File: src/rtl/cordic_pkg.sv
// Shared constants for the vectoring CORDIC: FSM encoding, arctangent table and pi/2 scale.
// Gain of ITER micro-rotations is K ~= 1.6468, so mag_out ~= 1.6468*sqrt(x^2+y^2).
package cordic_pkg;

    localparam int ITER_MAX = 12;
    localparam int CNT_W    = 4;

    typedef enum logic [1:0] {
        IDLE = 2'd0,
        RUN  = 2'd1,
        DONE = 2'd2
    } state_t;

    // Full scale 2^(W-1) is pi, so pi/2 is 2^(W-2).
    function automatic int pi_half(input int w);
        return 1 << (w - 2);
    endfunction

    localparam int PI_HALF = pi_half(12);

    // atan(2^-i) in units of pi/2^11, rescaled when W differs from 12.
    function automatic int atan_lut(input int i, input int w);
        int a;
        case (i)
            0:       a = 512;
            1:       a = 302;
            2:       a = 160;
            3:       a = 81;
            4:       a = 41;
            5:       a = 20;
            6:       a = 10;
            7:       a = 5;
            8:       a = 3;
            9:       a = 1;
            10:      a = 1;
            default: a = 0;
        endcase
        if (w >= 12) return a << (w - 12);
        return a >> (12 - w);
    endfunction

endpackage

File: src/rtl/cordic_vec_step.sv
// One vectoring micro-rotation: drives y toward zero and accumulates the angle in z.
module cordic_vec_step
    import cordic_pkg::*;
#(
    parameter int W = 12
) (
    input  logic signed [W+1:0]    x,
    input  logic signed [W+1:0]    y,
    input  logic signed [W-1:0]    z,
    input  logic        [CNT_W-1:0] i,
    output logic signed [W+1:0]    xn,
    output logic signed [W+1:0]    yn,
    output logic signed [W-1:0]    zn
);

    logic signed [W+1:0] xs;
    logic signed [W+1:0] ys;
    logic signed [W-1:0] at;

    assign xs = x >>> i;
    assign ys = y >>> i;
    assign at = W'(atan_lut(int'(i), W));

    always_comb begin
        xn = x;
        yn = y;
        zn = z;
        if (!y[W+1]) begin
            xn = x + ys;
            yn = y - xs;
            zn = z + at;
        end else begin
            xn = x - ys;
            yn = y + xs;
            zn = z - at;
        end
    end

endmodule

File: src/rtl/cordic_vector.sv
// Iterative vectoring CORDIC: (x, y) -> (magnitude with gain K, angle), one micro-rotation per cycle.
//   state | meaning
//   IDLE  | in_ready=1, waiting for an input handshake
//   RUN   | iterating; down-counter cnt reaches 0 after the last micro-rotation
//   DONE  | out_valid=1, results held until out_ready
module cordic_vector
    import cordic_pkg::*;
#(
    parameter int W    = 12,
    parameter int ITER = 10
) (
    input  logic                clk,
    input  logic                rst,
    input  logic                in_valid,
    output logic                in_ready,
    input  logic signed [W-1:0] x,
    input  logic signed [W-1:0] y,
    output logic                out_valid,
    input  logic                out_ready,
    output logic [W+1:0]        mag_out,
    output logic signed [W-1:0] theda_out
);

    localparam int XW = W + 2;
    localparam logic [CNT_W-1:0]  CNT_LOAD = CNT_W'(ITER);
    localparam logic signed [W-1:0] Z_POS = W'(pi_half(W));
    localparam logic signed [W-1:0] Z_NEG = W'(-pi_half(W));

    state_t state, state_nxt;

    logic signed [XW-1:0] xr, yr, xe, ye, x0, y0, xn, yn;
    logic signed [W-1:0]  zr, z0, zn;
    logic [CNT_W-1:0]     cnt, idx;
    logic                 accept, tc;

    assign xe = {{2{x[W-1]}}, x};
    assign ye = {{2{y[W-1]}}, y};
    assign tc  = (cnt == '0);
    assign idx = CNT_LOAD - cnt;

    // Fold the left half-plane into the right so the iterations converge.
    always_comb begin
        x0 = xe;
        y0 = ye;
        z0 = '0;
        if (x[W-1]) begin
            if (!y[W-1]) begin
                x0 = ye;
                y0 = -xe;
                z0 = Z_POS;
            end else begin
                x0 = -ye;
                y0 = xe;
                z0 = Z_NEG;
            end
        end
    end

    cordic_vec_step #(.W(W)) u_step (
        .x  (xr),
        .y  (yr),
        .z  (zr),
        .i  (idx),
        .xn (xn),
        .yn (yn),
        .zn (zn)
    );

    always_ff @(posedge clk) begin
        if (rst) state <= IDLE;
        else     state <= state_nxt;
    end

    always_comb begin
        state_nxt = state;
        in_ready  = 1'b0;
        out_valid = 1'b0;
        accept    = 1'b0;
        case (state)
            IDLE: begin
                in_ready = 1'b1;
                accept   = in_valid;
                if (in_valid) state_nxt = RUN;
            end
            RUN: begin
                if (tc) state_nxt = DONE;
            end
            DONE: begin
                out_valid = 1'b1;
                if (out_ready) state_nxt = IDLE;
            end
            default: state_nxt = IDLE;
        endcase
    end

    always_ff @(posedge clk) begin
        if (rst) begin
            xr        <= '0;
            yr        <= '0;
            zr        <= '0;
            cnt       <= '0;
            mag_out   <= '0;
            theda_out <= '0;
        end else if (accept) begin
            xr  <= x0;
            yr  <= y0;
            zr  <= z0;
            cnt <= CNT_LOAD;
        end else if (state == RUN) begin
            if (tc) begin
                mag_out   <= xr;
                theda_out <= zr;
            end else begin
                xr  <= xn;
                yr  <= yn;
                zr  <= zn;
                cnt <= cnt - 1'b1;
            end
        end
    end

endmodule

File: config.mk
export PLATFORM = sky130hd
export DESIGN_NAME = cordic_vector
export DESIGN_NICKNAME = d
export VERILOG_FILES = /design/src/rtl/cordic_pkg.sv /design/src/rtl/cordic_vec_step.sv /design/src/rtl/cordic_vector.sv
export SDC_FILE = /design/constraint.sdc
export NUM_CORES = 1
export LEC_CHECK = 0
export CAP_MARGIN = 30
export CORE_UTILIZATION = 40
export DETAILED_ROUTE_END_ITERATION = 12
export SLEW_MARGIN = 10
export SYNTH_ARGS = -nofsm -noshare
export SYNTH_HDL_FRONTEND = slang
export SYNTH_SLANG_ARGS = --single-unit
File: constraint.sdc
create_clock -name clk -period 11.7 [get_ports clk]
set_clock_uncertainty 0.15 [all_clocks]
set_input_delay 1.755 -clock clk [delete_from_list [all_inputs] [get_ports clk]]
set_output_delay 1.755 -clock clk [all_outputs]
set_load 0.05 [all_outputs]
==> run summary <==
PD cells = 224 mW/mm^2
Levels on crit path = 18
Slew @ Worst Pin = 0.877 ns
Peak Freq = 149 MHz
Nets = 1071
Total wire length = 22600 um
Final WS setup = 4.99 ns
Pin count of the biggest net entering global routing = 79
CTS clk-pin slew, worst paths = 0.07 ns
Peak supply drop = 0.0000811 V
Routed length per instance = 18.4 um
Critical Path RT = 11.75 ns
CTS Sinks = 72
Die Width = 139 um
CP peak stage delay = 0.76 ns
CP endpoint kind = flop
Die Ht = 139 um
Core Region = 0.0181 mm^2
Leak pwr = 0.00324 uW
Worst slack, placed = 4.97 ns
FFs w/ async S/R, synth = 0%
Worst reg-to-reg path cell count = 18
Status = finished clean
Final min period = 6.71 ns
Hold path cells = 2
Tcrit/Tclk final = 57.4%
Seq. cell area = 0.00144 mm^2
Drt via density = 5.82
Crit-path leading delay family = compound AO/OA/AOI/OAI gates
Syn_area_per_cell = 7.71 um^2
Via count of the routed design = 7125
Power Total = 1900 uW
Area Overhead vs Synth = 13.6%
Final Hold Fails = 0
I/O Buffers = 55
Resized cells post-CTS = 0
Syn Std Cell Area = 0.00745 mm^2
TritonRoute pass-1 iters = 5
Unrepaired setup endpoints after global routing = false
EDFF count, synth = 0
Clock insertion delay at the later pin of the skew report = 0.35 ns
Worst hold margin = 0.305 ns
Initial core utilization = 41.2%
Setup violators final = 0
Global route total overflow = 0
Unique masters post-synth = 76
Setup Fix Bufs, Post-CTS = 0
Top post-synthesis cells by count = 130 x nand2_1, 102 x nor2_1, 88 x a21oi_1, 72 x dfxtp_1, 50 x ha_1
Synth Instances = 967
Worst endpoint data arrival time = 6.76 ns
CP max FO = 40
Slowest cell on crit path = dfxtp_1
Share of cells above drive strength 1 = 8.44%
End-of-flow core utilization = 46.8%
GR peak layer = met2
Post-synth top area share = 19.3%
Area leader, netlist = dfxtp_1
Initial DRC Count = 488
Hold/Removal Path Class = reg2reg
First-pass GRT wire length = 36000 um
Buffers plus inverters on the worst setup path = 3
Final HPWL DP = 16600 um
DRT antenna net count = 0
Placer congestion estimate = 0.896
Max Cap Viol = 0
Nature of the critical path startpoint = flop
Most numerous cell in the Yosys netlist = nand2_1
Main area contributors after synthesis = dfxtp_1 19%, ha_1 8.4%, nand2_1 6.5%
Syn nets = 1048
FF+latch count, synth = 72
Overall die area = 0.0192 mm^2
Core Rows = 49
GRT met1 Usage = 34.6%
Post-CTS Hold Fix Bufs = 0
Crit path kind = reg2reg
Total I/O pin count = 56
H-Tree Depth = 3
Filler Cell Count = 1794
Worst-case clock buffer depth = 2
Slew Viols, Final = 0
Met3 Usage GRT = 3.91%
DRC Markers = 0
Vias in the first global route = 6523
Seq/Total Area, Yosys = 19.3%
Yosys warns = 0
Multi-input gate area = 0.00565 mm^2
Met2 GRT Util = 36.0%
TritonCTS clock tree = done
Total GRT Usage = 23.9%
CP cell instances = buf_4 > inv_1 > ha_1 > buf_4 > mux4_2 > mux4_2 > or2_1 > nor3b_1 > a21oi_1 > xnor2_1 > ha_1 > a2111oi_0 > o21ai_0 > a221oi_1 > a21oi_1 > nor2b_1 > o21ai_0 > o2111ai_1
CTS root buf = clkbuf_16
CTS Buf Count = 9
N_diodes = 0
Antenna violations before repair = 0
Top FF cell, synth = dfxtp_1
Setup TNS = 0 ns
Worst slew margin = 41.5%
[path summary, 6_finish.rpt]
| kind | to | start | slack (ns) |
|---|---|---|---|
| setup reg to reg | yr[13] | cnt[0] | 4.99 |
| hold reg to reg | theda_out[0] | theda_out[0] | 0.31 |
| hold / removal | theda_out[0] | theda_out[0] | 0.31 |
| setup / recovery | yr[13] | cnt[0] | 4.99 |
[placed cells by master (no fill, tap or decap), drive strengths merged, types with 7 or more instances in the layout]
| master | count |
|---|---|
| a21o | 9 |
| inv | 29 |
| nor2 | 102 |
| a311oi | 10 |
| mux2 | 16 |
| nand2 | 130 |
| clkdlybuf4s50 | 54 |
| nand2b | 9 |
| or3 | 10 |
| nor4 | 7 |
| dfxtp | 72 |
| o21ai | 41 |
| nand3 | 19 |
| o211ai | 11 |
| buf | 17 |
| xnor2 | 33 |
| a211oi | 23 |
| mux4 | 19 |
| nor3 | 29 |
| a31oi | 12 |
| ha | 50 |
| xor2 | 28 |
| nor2b | 12 |
| mux2i | 49 |
| nor3b | 8 |
| clkbuf | 10 |
| a21oi | 89 |
[area by class of cell]
class | instances | share of cell area [%]
multi-input cells | 806 | 66.7
inverters | 29 | 1.29
clock buffers | 10 | 2.70
flip-flops and latches | 72 | 17.0
clock inverters | 6 | 0.532
well taps | 229 | 3.38
repair buffers | 72 | 8.33
[registers in the layout, indices dropped and copies added (netlist names)]
register,count
mag_out,14
xr,14
yr,14
theda_out,12
zr,12
cnt,4
state,2
[through the flow]
step	instance area [um^2]	std cells
after CTS	8450	1223
after floorplan	7450	967
final	8470	1224
after detailed placement	8180	1207
after global placement	8140	1205
after global routing	8470	1224
[worst reg2reg max path, delay by kind of cell (launching register included)]
family                     cells  cell delay (ns)
DFF                            1             0.76
muxes                          2             1.15
adders and majority gates      2             0.74
buffers and inverters          3             1.10
xor gates and xnor gates       1             0.16
AOI/OAI and AO/OA              7             1.77
and+or+nand+nor                3             0.75
[logic make-up after synthesis]
kind of cell | share of synthesized area (%)
flip-flops | 19.3
buffers and inverters | 5.05
adder cells (fa/ha/maj) | 9.20
XOR/XNOR | 7.27
AO/OA/AOI/OAI | 21.5
multiplexers | 14.8
AND/OR/NAND/NOR | 22.8
[power by group]
part / leakage (uW) / switching (uW) / internal [uW]
sequential: 0.000588 / 57.0 / 274
clock: 0.000130 / 123 / 145
combinational: 0.00252 / 760 / 538
[routing by layer]
metal | part of all wire, % | vias to the layer above
met3 | 6.2 | 28
met5 | 0 | -
met4 | 1.7 | 0
met1 | 48 | 3331
li1 | - | 3566
met2 | 44 | 200
Power figures use the tool's default switching activity.
